File: config.mk
export PLATFORM = sky130hd
export DESIGN_NAME = prediction_vote_filter
export DESIGN_NICKNAME = d
export VERILOG_FILES = /design/src/rtl/vote_pkg.sv /design/src/rtl/vote_argmax.sv /design/src/rtl/prediction_vote_filter.sv
export SDC_FILE = /design/constraint.sdc
export NUM_CORES = 1
export LEC_CHECK = 0
export CORE_UTILIZATION = 33
export CTS_CLUSTER_DIAMETER = 100
export DETAILED_ROUTE_END_ITERATION = 10
export GPL_TIMING_DRIVEN = 1
export MAX_ROUTING_LAYER = met4
export PLACE_DENSITY = 0.47
export SLEW_MARGIN = 20
export SYNTH_ARGS = -nofsm -noshare
export SYNTH_HDL_FRONTEND = slang
export SYNTH_HIERARCHICAL = 1
export SYNTH_SLANG_ARGS = --single-unit
File: constraint.sdc
create_clock -name clk -period 8.45 [get_ports clk]
set_clock_uncertainty 0.2 [all_clocks]
set_input_delay 2.535 -clock clk [delete_from_list [all_inputs] [get_ports clk]]
set_output_delay 2.535 -clock clk [all_outputs]
set_load 0.01 [all_outputs]
File: src/rtl/vote_pkg.sv
// rtl/vote_pkg.sv - shared FSM encoding and default sizing for the prediction vote filter
package vote_pkg;

   typedef enum logic [1:0] {
      S_IDLE   = 2'd0,
      S_UPDATE = 2'd1,
      S_VOTE   = 2'd2,
      S_OUT    = 2'd3
   } state_t;

   localparam int DEF_NUM_CLASSES = 3;
   localparam int DEF_CLASS_WIDTH = 2;
   localparam int DEF_WINDOW      = 5;
   localparam int DEF_CNT_WIDTH   = 3;

   // A window of depth 1 still needs a one-bit pointer register.
   function automatic int ptr_width(input int depth);
      return (depth > 1) ? $clog2(depth) : 1;
   endfunction

endpackage

File: src/rtl/vote_argmax.sv
// rtl/vote_argmax.sv - combinational max over the per-class vote counters with newest-wins tie-break
module vote_argmax
   import vote_pkg::*;
#(
   parameter int NUM_CLASSES = DEF_NUM_CLASSES,
   parameter int CLASS_WIDTH = DEF_CLASS_WIDTH,
   parameter int CNT_WIDTH   = DEF_CNT_WIDTH
) (
   input  logic [NUM_CLASSES*CNT_WIDTH-1:0] cnt_i,
   input  logic [CLASS_WIDTH-1:0]           newest_i,
   output logic [CLASS_WIDTH-1:0]           class_o,
   output logic [CNT_WIDTH-1:0]             votes_o
);

   logic [CNT_WIDTH-1:0]   best;
   logic [CLASS_WIDTH-1:0] best_cls;
   logic                   newest_tied;

   // Strict '>' keeps the lowest index among equal maxima; the newest class then overrides if tied.
   always_comb begin
      best        = '0;
      best_cls    = '0;
      newest_tied = 1'b0;
      for (int i = 0; i < NUM_CLASSES; i++) begin
         if (cnt_i[i*CNT_WIDTH +: CNT_WIDTH] > best) begin
            best     = cnt_i[i*CNT_WIDTH +: CNT_WIDTH];
            best_cls = CLASS_WIDTH'(i);
         end
      end
      for (int i = 0; i < NUM_CLASSES; i++) begin
         if ((newest_i == CLASS_WIDTH'(i)) && (cnt_i[i*CNT_WIDTH +: CNT_WIDTH] == best)) begin
            newest_tied = 1'b1;
         end
      end
      class_o = newest_tied ? newest_i : best_cls;
      votes_o = best;
   end

endmodule

File: src/rtl/prediction_vote_filter.sv
// rtl/prediction_vote_filter.sv - sliding-window majority vote over argmax class predictions
module prediction_vote_filter
   import vote_pkg::*;
#(
   parameter int NUM_CLASSES  = DEF_NUM_CLASSES,
   parameter int CLASS_WIDTH  = DEF_CLASS_WIDTH,
   parameter int WINDOW       = DEF_WINDOW,
   parameter int CNT_WIDTH    = DEF_CNT_WIDTH,
   parameter int EMIT_PARTIAL = 1
) (
   input  logic                   clk,
   input  logic                   rst,
   input  logic                   i_valid,
   output logic                   i_ready,
   input  logic [CLASS_WIDTH-1:0] i_class,
   input  logic                   i_flush,
   output logic                   o_valid,
   input  logic                   o_ready,
   output logic [CLASS_WIDTH-1:0] o_class,
   output logic [CNT_WIDTH-1:0]   o_votes,
   output logic                   o_window_full,
   output logic                   o_drop
);

   localparam int                   PTR_WIDTH = ptr_width(WINDOW);
   localparam logic [CNT_WIDTH-1:0] FILL_MAX  = CNT_WIDTH'(WINDOW);
   localparam logic [PTR_WIDTH-1:0] PTR_LAST  = PTR_WIDTH'(WINDOW - 1);

   state_t                           state_q, state_d;
   logic [CLASS_WIDTH-1:0]           buf_q [WINDOW];
   logic [PTR_WIDTH-1:0]             wr_ptr_q, wr_ptr_d;
   logic [CNT_WIDTH-1:0]             fill_q, fill_d;
   logic [CNT_WIDTH-1:0]             cnt_q [NUM_CLASSES];
   logic [CNT_WIDTH-1:0]             cnt_d [NUM_CLASSES];
   logic [NUM_CLASSES*CNT_WIDTH-1:0] cnt_flat;
   logic [CLASS_WIDTH-1:0]           new_q;
   logic [CLASS_WIDTH-1:0]           old_class;
   logic [CLASS_WIDTH-1:0]           o_class_q;
   logic [CNT_WIDTH-1:0]             o_votes_q;
   logic                             full_q;
   logic                             drop_q;
   logic [CLASS_WIDTH-1:0]           win_class;
   logic [CNT_WIDTH-1:0]             win_votes;
   logic                             accept;
   logic                             class_ok;
   logic                             window_full;
   logic                             emit;

   // State register.
   always_ff @(posedge clk) begin
      if (rst) begin
         state_q <= S_IDLE;
      end else begin
         state_q <= state_d;
      end
   end

   // Next-state: flush wins from any state; out-of-range classes never leave S_IDLE.
   always_comb begin
      state_d = state_q;
      if (i_flush) begin
         state_d = S_IDLE;
      end else begin
         case (state_q)
            S_IDLE:   if (accept && class_ok) state_d = S_UPDATE;
            S_UPDATE: state_d = S_VOTE;
            S_VOTE:   state_d = emit ? S_OUT : S_IDLE;
            S_OUT:    if (o_ready) state_d = S_IDLE;
            default:  state_d = S_IDLE;
         endcase
      end
   end

   // Handshake and decode outputs derived from the current state.
   always_comb begin
      i_ready     = (state_q == S_IDLE);
      o_valid     = (state_q == S_OUT);
      accept      = i_ready && i_valid && !i_flush;
      class_ok    = (int'(i_class) < NUM_CLASSES);
      window_full = (fill_q == FILL_MAX);
      emit        = (EMIT_PARTIAL != 0) || window_full;
   end

   // Window bookkeeping: evict the oldest vote only once the window is full, then count the new one.
   always_comb begin
      old_class = buf_q[wr_ptr_q];
      wr_ptr_d  = (wr_ptr_q == PTR_LAST) ? '0 : wr_ptr_q + 1'b1;
      fill_d    = window_full ? fill_q : fill_q + 1'b1;
      for (int c = 0; c < NUM_CLASSES; c++) begin
         cnt_d[c] = cnt_q[c];
         if (window_full && (old_class == CLASS_WIDTH'(c))) begin
            cnt_d[c] = cnt_d[c] - 1'b1;
         end
         if (new_q == CLASS_WIDTH'(c)) begin
            cnt_d[c] = cnt_d[c] + 1'b1;
         end
         cnt_flat[c*CNT_WIDTH +: CNT_WIDTH] = cnt_q[c];
      end
   end

   vote_argmax #(
      .NUM_CLASSES (NUM_CLASSES),
      .CLASS_WIDTH (CLASS_WIDTH),
      .CNT_WIDTH   (CNT_WIDTH)
   ) u_argmax (
      .cnt_i    (cnt_flat),
      .newest_i (new_q),
      .class_o  (win_class),
      .votes_o  (win_votes)
   );

   // Sample history: contents are only read after being written, so no reset is needed.
   always_ff @(posedge clk) begin
      if (!rst && !i_flush && (state_q == S_UPDATE)) begin
         buf_q[wr_ptr_q] <= new_q;
      end
   end

   // Counters, fill level, latched prediction and the registered result/status outputs.
   always_ff @(posedge clk) begin
      if (rst) begin
         wr_ptr_q  <= '0;
         fill_q    <= '0;
         new_q     <= '0;
         o_class_q <= '0;
         o_votes_q <= '0;
         full_q    <= 1'b0;
         drop_q    <= 1'b0;
         for (int c = 0; c < NUM_CLASSES; c++) cnt_q[c] <= '0;
      end else if (i_flush) begin
         wr_ptr_q <= '0;
         fill_q   <= '0;
         full_q   <= 1'b0;
         drop_q   <= 1'b0;
         for (int c = 0; c < NUM_CLASSES; c++) cnt_q[c] <= '0;
      end else begin
         drop_q <= 1'b0;
         if (accept) begin
            if (class_ok) begin
               new_q <= i_class;
            end else begin
               drop_q <= 1'b1;
            end
         end
         if (state_q == S_UPDATE) begin
            wr_ptr_q <= wr_ptr_d;
            fill_q   <= fill_d;
            full_q   <= (fill_d == FILL_MAX);
            for (int c = 0; c < NUM_CLASSES; c++) cnt_q[c] <= cnt_d[c];
         end
         if (state_q == S_VOTE) begin
            o_class_q <= win_class;
            o_votes_q <= win_votes;
         end
      end
   end

   assign o_class       = o_class_q;
   assign o_votes       = o_votes_q;
   assign o_window_full = full_q;
   assign o_drop        = drop_q;

endmodule

==> flow_summary_export.csv, run 1 <==
group,metric,value,unit
place,post_place_cell_area,2830,µm²
logic_synthesis,synth.mux.area_fraction,5.80,%
sta,hold_viol_final,0,
sta,rsz0062_at_grt,"false",
critical_path,type_of_the_setup_path_with_the_least_slack,"reg -> reg",
detailed_routing,total_wire_length_after_detailed_routing,5280,µm
floorplanning,rows,31,
place,place.detailed.instances,375,
run,max-cap-violations,0,
global_route,grt_util_met1,18.0,%
logic_synthesis,synth-simple-area-share,21.4,%
detailed_routing,initialDrtViolationCount,62,
place,place_hpwl,3940,µm
cells_and_area,proportion_of_layout_cells_with_a_drive_suffix_above_1,7.75,%
hold_path,hold_path_depth,2,
power_and_ir_drop,pwr-share-seq,45.1,%
global_route,gr-usage-met2,22.7,%
global_route,grt.met3_usage,2.02,%
cells_and_area,layout.cell_area.non_filler,2940,µm²
global_route,antenna_found_initial,0,
cts,cts_sinks,39,
outcome,outcome,"finished clean",
logic_synthesis,synthAdderAreaFrac,10.1,%
detailed_routing,route.detailed.drc,0,
logic_synthesis,synth-xor-area-share,7.00,%
hold_path,timing.hold.worst.class,"reg -> reg",
critical_path,critPathLaunchType,"flop",
place,port-buffer-count,15,
floorplanning,die_w,90.6,µm
cts,clock_tree.htree_level_count,2,
logic_synthesis,yosysWarningCount,6,
power_and_ir_drop,power.share.combinational,21.8,%
logic_synthesis,netlist_area,2590,µm²
power_and_ir_drop,power.ir.vdd_worst,0.0000870,V
global_route,grt_first_pass_wirelength,8880,µm
cts,max-clock-path-buffers,2,
sta,worst_pin_slew,0.700,ns
sta,tns,0,ns
cts,cts_inserted_buffers,5,
critical_path,critical_path_arrival,4.45,ns
detailed_routing,drt-vias-per-instance,5.08,
cts,clk-insertion-delay-late,0.29,ns
cells_and_area,layout.core_utilization,39.6,%
global_route,grt_use_total,13.9,%
sta,layout_worst_path_cycle_share,53.0,%
cells_and_area,antenna_cells,0,
logic_synthesis,synth_edf_count,19,
global_route,grt_pass1_vias,1846,
floorplanning,core_region_area,7410,µm²
cts,cts_tree,"done",
place,place_congestion,0.716,
logic_synthesis,sequential_to_total_area_share_from_yosys_stat,37.5,%
critical_path,maximum_fanout_along_the_worst_path,8,
logic_synthesis,synth_compound_gate_area_share,13.9,%
cts,cts.repair.resized,0,
sta,period_needed,4.48,ns
sta,final_setup_violation_count,0,
power_and_ir_drop,finalPower,0.000466,W
critical_path,cp-end-kind,"flop",
floorplanning,design.die.area,8210,µm²
sta,max_freq,223,MHz
logic_synthesis,syn_area_per_cell,9.63,µm²
detailed_routing,remaining_number_of_nets_flagged_by_the_antenna_check_after_routing,0,
critical_path,worstPathRequired,8.42,ns
detailed_routing,detailroute.via_count,1947,
critical_path,r2r_cells,15,
logic_synthesis,ys_ff_latch,39,
cells_and_area,final_non_filler_cells,383,
cts,holdBufCountCts,0,
logic_synthesis,mappedNetlistNets,297,
logic_synthesis,yosysUniqueCellTypes,58,
sta,max_slew_margin,53.2,%
cts,cts_setup_buffers,0,
global_route,grt_remaining_overflow,0,
detailed_routing,drtPass1Iterations,4,
logic_synthesis,prevailing_post_synth_register_cell,"sky130_fd_sc_hd__dfxtp_1",
cts,clkSlewWorstSetupHoldPaths,0.09,ns
logic_synthesis,postSynthCellCount,269,
power_and_ir_drop,p_per_area,159,nW/µm²
power_and_ir_drop,power.switching,0.000132,W
cells_and_area,area.growth.synth_to_final,13.4,%
power_and_ir_drop,p_sw_share,28.3,%
global_route,grt_max_degree,16,
cells_and_area,final_layout_net_count,311,
cts,clk_root_buffer_cell,"sky130_fd_sc_hd__clkbuf_8",
power_and_ir_drop,share_clk_of_total_power,33.2,%
cells_and_area,filler_cell_count,736,
detailed_routing,wl_per_cell,13.8,µm
global_route,grt-busiest-layer,"met2",
sta,final_max_slew_viol_count,0,
floorplanning,start_util,35.0,%
cells_and_area,final-seq-area,971,µm²
floorplanning,die_height,90.6,µm
floorplanning,io_pins,16,
cells_and_area,multi_input_comb_area,1510,µm²
power_and_ir_drop,power_leakage,1.08,nW
power_and_ir_drop,internal_power,0.000334,W
logic_synthesis,async_flop_share,0,%
logic_synthesis,dominant_combinational_cell_family_by_area_after_synthesis,"simple AND/OR/NAND/NOR gates",
-- cell families after synthesis --
| family | Yosys count |
|---|---|
| compound gates | 48 |
| xor+xnor | 16 |
| fa+ha+maj | 21 |
| buf+inv | 27 |
| flops | 39 |
| mux | 15 |
| simple gates | 103 |
-- per-stage QoR --
stage / hold slack (ns) / setup slack [ns]
global placement: 0.277 / 3.70
CTS: 0.304 / 3.95
global route: 0.329 / 3.66
detailed placement: 0.289 / 3.64
floorplan: 0.305 / 4.47
finish: 0.296 / 3.97
-- registers in the layout, indices dropped and copies added, names as in the netlist, named ones only --
name / cells
wr_ptr_q: 3
o_drop: 1
buf_q: 10
o_class: 2
new_q: 2
fill_q: 3
cnt_q: 9
o_window_full: 1
state_q: 2
o_votes: 3
-- area by class of cell --
| cell class | count | share of cell area [%] |
|---|---|---|
| Multi-Input combinational cell | 203 | 51.4 |
| Sequential cell | 39 | 33.1 |
| Timing Repair Buffer | 15 | 5.11 |
| Tap cell | 99 | 4.22 |
| Clock buffer | 6 | 2.47 |
| Inverter | 19 | 2.43 |
| Clock inverter | 2 | 1.28 |
-- power groups by stage --
stage	logic (W)	clock network (W)	registers [W]
final	0.000101	0.000155	0.000210
after floorplan	0.0000781	0	0.000211
after CTS	0.000101	0.000158	0.000210
after global routing	0.000112	0.000164	0.000211
after global placement	0.000100	0	0.000215
after detailed placement	0.000100	0	0.000215
-- worst max-delay path: stages, from the launching register on --
cell,delay (ns)
sky130_fd_sc_hd__edfxtp_1,0.46
sky130_fd_sc_hd__inv_1,0.13
sky130_fd_sc_hd__ha_1,0.38
sky130_fd_sc_hd__and3b_4,0.22
sky130_fd_sc_hd__o21ai_0,0.49
sky130_fd_sc_hd__mux2i_1,0.39
sky130_fd_sc_hd__ha_1,0.32
sky130_fd_sc_hd__nand3_1,0.09
sky130_fd_sc_hd__a21boi_1,0.59
sky130_fd_sc_hd__nand2_1,0.20
sky130_fd_sc_hd__o41ai_4,0.11
sky130_fd_sc_hd__xnor2_1,0.13
sky130_fd_sc_hd__nor4_2,0.32
sky130_fd_sc_hd__o21ai_1,0.12
sky130_fd_sc_hd__mux2i_1,0.15
sky130_fd_sc_hd__nor2_1,0.05
-- cells in the final DEF (no fill, tap or decap), types with 2 or more instances in the layout --
cell,count
sky130_fd_sc_hd__a31oi_1,2
sky130_fd_sc_hd__a21oi_1,15
sky130_fd_sc_hd__o21ai_0,2
sky130_fd_sc_hd__or3_1,2
sky130_fd_sc_hd__nand2b_1,5
sky130_fd_sc_hd__o2111a_1,3
sky130_fd_sc_hd__or2_1,2
sky130_fd_sc_hd__clkdlybuf4s50_1,15
sky130_fd_sc_hd__dfxtp_1,20
sky130_fd_sc_hd__inv_1,18
sky130_fd_sc_hd__xor2_1,2
sky130_fd_sc_hd__nand3b_1,2
sky130_fd_sc_hd__o211ai_1,3
sky130_fd_sc_hd__edfxtp_1,19
sky130_fd_sc_hd__nor4_1,4
sky130_fd_sc_hd__nor3b_1,3
sky130_fd_sc_hd__nand2_1,22
sky130_fd_sc_hd__nor2_1,27
sky130_fd_sc_hd__nor3_1,8
sky130_fd_sc_hd__nand3_1,8
sky130_fd_sc_hd__xnor3_1,3
sky130_fd_sc_hd__nor2b_1,6
sky130_fd_sc_hd__o21ai_1,4
sky130_fd_sc_hd__xnor2_1,11
sky130_fd_sc_hd__mux2i_1,15
sky130_fd_sc_hd__clkbuf_8,5
sky130_fd_sc_hd__ha_1,21
sky130_fd_sc_hd__a21o_2,2
sky130_fd_sc_hd__a211oi_1,4
-- worst paths after layout --
check / start / end / slack, ns
setup / recovery: cnt_q[0][2] / o_class[1] / 3.97
hold / removal: o_class[0] / o_class[0] / 0.30
hold reg to reg: o_class[0] / o_class[0] / 0.30
setup reg to reg: cnt_q[0][2] / o_class[1] / 3.97
-- Yosys cell counts, types with 3 or more instances --
cell | count | area [µm²]
sky130_fd_sc_hd__a211oi_1 | 4 | 30.0
sky130_fd_sc_hd__a21oi_1 | 15 | 75.1
sky130_fd_sc_hd__clkbuf_1 | 6 | 22.5
sky130_fd_sc_hd__dfxtp_1 | 20 | 400
sky130_fd_sc_hd__edfxtp_1 | 19 | 571
sky130_fd_sc_hd__ha_1 | 21 | 263
sky130_fd_sc_hd__inv_1 | 18 | 67.6
sky130_fd_sc_hd__mux2i_1 | 15 | 150
sky130_fd_sc_hd__nand2_1 | 22 | 82.6
sky130_fd_sc_hd__nand2b_1 | 5 | 31.3
sky130_fd_sc_hd__nand3_1 | 8 | 40.0
sky130_fd_sc_hd__nor2_1 | 27 | 101
sky130_fd_sc_hd__nor2b_1 | 6 | 37.5
sky130_fd_sc_hd__nor3_1 | 8 | 40.0
sky130_fd_sc_hd__nor3b_1 | 3 | 22.5
sky130_fd_sc_hd__nor4_1 | 4 | 25.0
sky130_fd_sc_hd__o2111a_1 | 3 | 33.8
sky130_fd_sc_hd__o211ai_1 | 3 | 22.5
sky130_fd_sc_hd__o21ai_1 | 4 | 20.0
sky130_fd_sc_hd__xnor2_1 | 11 | 96.3
sky130_fd_sc_hd__xnor3_1 | 3 | 67.6
-- layer usage --
layer	routed length [µm]	vias up
met5	0	-
met2	2400	24
met3	110	4
met1	2720	921
li1	-	998
met4	40	0
No activity file was read; power rests on OpenSTA's default activity.
==> inputs of run 2 (changes only) <==
- PLACE_DENSITY: 0.47 -> 0.49
- clock period: 8.45 -> 4 ns (I/O delays scaled with it)
==> run 2 against run 1 <==
Hold slack lost 0.0054 ns. Die area is the same. Final area rose by 2.2%. Wire length rose by 3.2%. Sequential power grew 110%. Sequential share of layout area down 0.70 points. Flip-flop and latch count unchanged. Fmax rose by 21%. Final cell count rose by 2.9%. Critical path depth did not move. Highest routed layer unchanged.
==> flow_summary_export.csv, run 2 (synthesized netlist as in run 1, its figures left out) <==
group,metric,value,unit
cts,clk-insertion-delay-late,0.29,ns
cts,cts_inserted_buffers,5,
cells_and_area,final_non_filler_cells,394,
sta,period_needed,3.70,ns
detailed_routing,detailroute.via_count,1948,
power_and_ir_drop,power.ir.vdd_worst,0.000121,V
run,max-cap-violations,0,
cells_and_area,regMostFlops,"buf_q",
global_route,grt_max_degree,16,
sta,hold_viol_final,0,
global_route,grt_use_total,14.7,%
detailed_routing,drt-vias-per-instance,4.94,
critical_path,critical_path.startpoint,"cnt_q[0][2]",
global_route,grt_remaining_overflow,0,
sta,final_max_slew_viol_count,0,
detailed_routing,route.detailed.drc,0,
critical_path,crit_cells,15,
critical_path,worstReg2RegEnd,"o_class[0]",
sta,final_setup_violation_count,0,
critical_path,type_of_the_setup_path_with_the_least_slack,"reg -> reg",
critical_path,critical_path_arrival,3.69,ns
critical_path,endpoint,"o_class[0]",
detailed_routing,drtPass1Iterations,4,
cts,cts_tree,"done",
global_route,grt_first_pass_wirelength,9400,µm
critical_path,rrSetupSlack,0.30,ns
cts,cts_sinks,39,
cells_and_area,layout.cells.most_common_list,"sky130_fd_sc_hd__nor2_1, sky130_fd_sc_hd__nand2_1, sky130_fd_sc_hd__ha_1",
place,port-buffer-count,15,
detailed_routing,total_wire_length_after_detailed_routing,5450,µm
cts,cts.repair.resized,0,
place,place_hpwl,4100,µm
cells_and_area,biggestRegsByFlops,"buf_q (10), cnt_q (9)",
detailed_routing,initialDrtViolationCount,73,
critical_path,worst_r2r_startpoint,"cnt_q[0][2]",
place,pre_cts_slack,0.287,ns
cells_and_area,final_layout_net_count,322,
power_and_ir_drop,power_leakage,1.13,nW
hold_path,timing.hold.worst.class,"reg -> reg",
floorplanning,die_height,90.6,µm
hold_path,hold_path_depth,2,
detailed_routing,remaining_number_of_nets_flagged_by_the_antenna_check_after_routing,0,
critical_path,critical_path_s_largest_stage_delay,0.40,ns
cts,clock_tree.htree_level_count,2,
floorplanning,rows,31,
outcome,outcome,"finished clean",
sta,max_slew_margin,59.7,%
global_route,grt_pass1_vias,1960,
place,place.detailed.instances,386,
cells_and_area,filler_cell_count,747,
cells_and_area,area.growth.synth_to_final,15.8,%
floorplanning,design.die.area,8210,µm²
critical_path,worstPathRequired,4.00,ns
cells_and_area,proportion_of_layout_cells_with_a_drive_suffix_above_1,11.9,%
critical_path,r2r_cells,15,
sta,rsz0062_at_grt,"false",
cells_and_area,number_of_flip_flops_under_the_largest_register_name,10,
critical_path,cp-end-kind,"flop",
cts,cts_setup_buffers,0,
place,place_congestion,0.804,
sta,post-route-worst-setup-slack,0.303,ns
critical_path,worst_path_max_delay_cell,"sky130_fd_sc_hd__edfxtp_1",
cells_and_area,layout.cells.most_common,"sky130_fd_sc_hd__nor2_1",
cells_and_area,antenna_cells,0,
sta,worst_pin_slew,0.603,ns
floorplanning,die_w,90.6,µm
critical_path,dominant_delay_contributor_by_cell_family_on_the_critical_path,"compound AO/OA/AOI/OAI gates",
sta,tns,0,ns
critical_path,maximum_fanout_along_the_worst_path,8,
cts,clk_root_buffer_cell,"sky130_fd_sc_hd__clkbuf_8",
sta,layout_worst_path_cycle_share,92.4,%
critical_path,crit_buf_inv,2,
cts,max-clock-path-buffers,2,
cts,clkSlewWorstSetupHoldPaths,0.08,ns
critical_path,critPathLaunchType,"flop",
critical_path,cp_cell_sequence,"inv_1 > ha_1 > and3b_4 > o21ai_0 > mux2i_1 > ha_1 > nand3_1 > a21boi_1 > buf_4 > or2b_2 > a32oi_1 > nor4_2 > a21o_2 > mux2i_1 > nor2_1",
power_and_ir_drop,p_per_area,315,nW/µm²
detailed_routing,wl_per_cell,13.8,µm
cts,holdBufCountCts,0,
floorplanning,start_util,35.0,%
sta,max_freq,271,MHz
floorplanning,core_region_area,7410,µm²
global_route,antenna_found_initial,0,
floorplanning,io_pins,16,
==> run 2: changes by cell type in the layout (fill, tap and decap cells not counted), sizes merged <==
cell    change
clkinv      +1
inv         +1
bufinv      -1
buf        +11
clkbuf      -1
==> run 2: worst min-delay path, stage by stage, from the launching register on <==
cell	delay, ns
sky130_fd_sc_hd__dfxtp_1	0.32
sky130_fd_sc_hd__nor2_1	0.08
sky130_fd_sc_hd__a211oi_1	0.05
==> run 2: power by group <==
part,internal (W),leakage [nW],switching (W)
Combinational,0.000109,0.733,0.000124
Sequential,0.000426,0.351,0.0000131
Clock,0.000122,0.0445,0.000152
Total,0.000657,1.13,0.000289
==> run 2: worst min-delay path by stage <==
| stage | slack, ns | from | end |
|---|---|---|---|
| 6_report | 0.29 | o_window_full | o_window_full |
| 5_1_grt | 0.33 | o_window_full | o_window_full |
| 4_1_cts | 0.30 | o_window_full | o_window_full |
| 3_5_place_dp | 0.28 | o_window_full | o_window_full |
| 3_3_place_gp | 0.28 | o_window_full | o_window_full |
| 2_1_floorplan | 0.30 | o_window_full | o_window_full |
==> run 2: per-layer routing <==
| metal | track usage [%] | wire [µm] | vias to the layer above | part of all wire (%) |
|---|---|---|---|---|
| li1 | - | - | 1013 | - |
| met1 | 19.1 | 2880 | 911 | 53 |
| met2 | 23.4 | 2400 | 18 | 44 |
| met3 | 2.78 | 105 | 6 | 1.9 |
| met4 | 4.03 | 65 | 0 | 1.2 |
| met5 | - | 0 | - | 0 |
==> run 2: metrics by stage <==
step / util (%) / instance area, µm² / total power, W / hold slack [ns]
finish: 40.5 / 3000 / 0.000946 / 0.291
detailed placement: 39.3 / 2910 / 0.000679 / 0.282
global route: 40.5 / 3000 / 0.00100 / 0.332
global placement: 39.3 / 2910 / 0.000681 / 0.275
CTS: 40.4 / 3000 / 0.000951 / 0.296
floorplan: - / 2590 / 0.000611 / 0.305
==> run 2: cell type report <==
class | instances | area (µm²) | share of cell area (%)
Clock buffer | 5 | 68.8 | 2.29
Clock inverter | 3 | 18.8 | 0.626
Inverter | 19 | 71.3 | 2.38
Multi-Input combinational cell | 203 | 1510 | 50.5
Sequential cell | 39 | 971 | 32.4
Tap cell | 99 | 124 | 4.13
Timing Repair Buffer | 26 | 233 | 7.76
==> inputs of run 3 (changes only) <==
- REMOVE_ABC_BUFFERS: unset -> 1
==> run 3 against run 2 <==
Final area unchanged. First-iteration DRC count down 12%. Clock power down 7%. Combinational power about the same. Power down 1.6%. Sequential power about the same. Final cell count down 0.25%. Die area unchanged. Wire length up 1.2%. Highest routed layer unchanged. Flip-flop and latch count unchanged. Register-to-register slack about the same.
==> flow_summary_export.csv, run 3 (synthesized netlist as in run 1, its figures left out) <==
group,metric,value,unit
detailed_routing,met1_length,2820,µm
critical_path,rrSetupSlack,0.29,ns
cts,max-clock-path-buffers,2,
power_and_ir_drop,finalPower,0.000931,W
floorplanning,start_util,35.0,%
cts,cts_inserted_buffers,5,
cts,clk_root_buffer_cell,"sky130_fd_sc_hd__clkbuf_8",
floorplanning,die_w,90.6,µm
critical_path,worstReg2RegEnd,"o_class[1]",
floorplanning,core_region_area,7410,µm²
detailed_routing,drt-vias-per-instance,5.02,
cells_and_area,final_layout_net_count,322,
sta,max_freq,270,MHz
critical_path,worstPathRequired,3.99,ns
critical_path,critical_path_arrival,3.70,ns
cells_and_area,regMostFlops,"buf_q",
detailed_routing,maxUsedRoutingLayer,"met4",
power_and_ir_drop,p_per_area,310,nW/µm²
hold_path,timing.hold.worst.class,"reg -> reg",
critical_path,type_of_the_setup_path_with_the_least_slack,"reg -> reg",
detailed_routing,detail_route_met3_wl,202,µm
critical_path,cp-end-kind,"flop",
sta,post-route-worst-setup-slack,0.291,ns
detailed_routing,initialDrtViolationCount,64,
run,max-cap-violations,0,
cells_and_area,filler_cell_count,730,
hold_path,hold_path_depth,2,
cts,cts.repair.resized,0,
cts,clock_tree.htree_level_count,2,
cells_and_area,proportion_of_layout_cells_with_a_drive_suffix_above_1,11.9,%
global_route,grt_remaining_overflow,0,
place,place_congestion,0.771,
cts,cts_setup_buffers,0,
cts,clk-insertion-delay-late,0.29,ns
sta,worst_pin_slew,0.609,ns
power_and_ir_drop,power_leakage,1.13,nW
cts,holdBufCountCts,0,
place,place_hpwl,4250,µm
floorplanning,die_height,90.6,µm
global_route,grt_max_degree,16,
floorplanning,rows,31,
cts,clkSlewWorstSetupHoldPaths,0.07,ns
cells_and_area,number_of_flip_flops_under_the_largest_register_name,10,
sta,final_setup_violation_count,0,
hold_path,worst_hold_path_ep,"o_votes[1]",
cells_and_area,layout.cells.most_common,"sky130_fd_sc_hd__nor2_1",
sta,final_max_slew_viol_count,0,
detailed_routing,drtPass1Iterations,5,
power_and_ir_drop,power.ir.vdd_worst,0.000109,V
cells_and_area,biggestRegsByFlops,"buf_q (10), cnt_q (9)",
cts,cts_sinks,39,
sta,layout_worst_path_cycle_share,92.7,%
sta,tns,0,ns
global_route,antenna_found_initial,0,
sta,rsz0062_at_grt,"false",
global_route,grt_use_total,14.2,%
critical_path,critPathLaunchType,"flop",
sta,period_needed,3.71,ns
detailed_routing,total_wire_length_after_detailed_routing,5520,µm
outcome,outcome,"finished clean",
hold_path,hold_path.startpoint,"o_votes[1]",
cts,cts_tree,"done",
detailed_routing,route.detailed.drc,0,
critical_path,worst_r2r_startpoint,"cnt_q[0][2]",
detailed_routing,wl_per_cell,14.0,µm
detailed_routing,detailroute.wirelength.met2,2440,µm
sta,hold_viol_final,0,
critical_path,maximum_fanout_along_the_worst_path,5,
global_route,grt_first_pass_wirelength,9030,µm
sta,max_slew_margin,59.3,%
detailed_routing,remaining_number_of_nets_flagged_by_the_antenna_check_after_routing,0,
cells_and_area,area.growth.synth_to_final,15.8,%
place,pre_cts_slack,0.182,ns
global_route,grt_pass1_vias,1840,
floorplanning,design.die.area,8210,µm²
critical_path,r2r_cells,16,
detailed_routing,detailroute.via_count,1971,
cells_and_area,antenna_cells,0,
cells_and_area,layout.cells.most_common_list,"sky130_fd_sc_hd__nor2_1, sky130_fd_sc_hd__nand2_1, sky130_fd_sc_hd__ha_1",
floorplanning,io_pins,16,
place,port-buffer-count,15,
[run 3: layout make-up]
cell class / instances / area, µm² / area share (%)
Tap cell: 99 / 124 / 4.13
Sequential cell: 39 / 971 / 32.4
Inverter: 19 / 71.3 / 2.38
Timing Repair Buffer: 26 / 233 / 7.76
Clock buffer: 6 / 72.6 / 2.42
Multi-Input combinational cell: 203 / 1520 / 50.8
Clock inverter: 1 / 6.26 / 0.209
[run 3: per-layer routing]
metal  track usage [%]  up-vias
li1                  -     1012
met3              2.61        6
met1              19.1      908
met5                 -        -
met2              21.9       45
met4              3.63        0
[run 3: power breakdown]
| group | switching [W] | internal, W |
|---|---|---|
| Clock | 0.000135 | 0.000120 |
| Combinational | 0.000128 | 0.000108 |
| Sequential | 0.0000133 | 0.000426 |
| Total | 0.000276 | 0.000654 |
[run 3: critical path, cell delays in order, from the launching register on]
cell	delay, ns
sky130_fd_sc_hd__edfxtp_1	0.39
sky130_fd_sc_hd__inv_1	0.13
sky130_fd_sc_hd__ha_1	0.29
sky130_fd_sc_hd__and3b_4	0.22
sky130_fd_sc_hd__or2_4	0.28
sky130_fd_sc_hd__o21ai_2	0.21
sky130_fd_sc_hd__nor3_2	0.10
sky130_fd_sc_hd__ha_1	0.30
sky130_fd_sc_hd__nand3_1	0.10
sky130_fd_sc_hd__a21boi_1	0.34
sky130_fd_sc_hd__buf_4	0.21
sky130_fd_sc_hd__o41ai_4	0.07
sky130_fd_sc_hd__xnor2_1	0.16
sky130_fd_sc_hd__nor4_2	0.32
sky130_fd_sc_hd__o21ai_1	0.12
sky130_fd_sc_hd__mux2i_1	0.14
sky130_fd_sc_hd__nor2_1	0.05
[run 3: stage by stage]
step	hold slack, ns	area [µm²]	std cells	util (%)
floorplan	0.305	2550	261	-
global route	0.354	3000	393	40.5
detailed placement	0.283	2910	386	39.3
global placement	0.278	2910	386	39.3
CTS	0.304	2990	393	40.3
finish	0.298	3000	393	40.5
[run 3: worst max-delay path by stage]
stage,from,endpoint,depth (start not counted)
4_1_cts,cnt_q[0][2],o_class[1],15
3_5_place_dp,cnt_q[0][2],o_class[1],15
3_3_place_gp,cnt_q[0][2],o_class[1],15
6_report,cnt_q[0][2],o_class[1],16
5_1_grt,cnt_q[0][2],o_class[1],16
2_1_floorplan,cnt_q[0][2],o_class[0],14
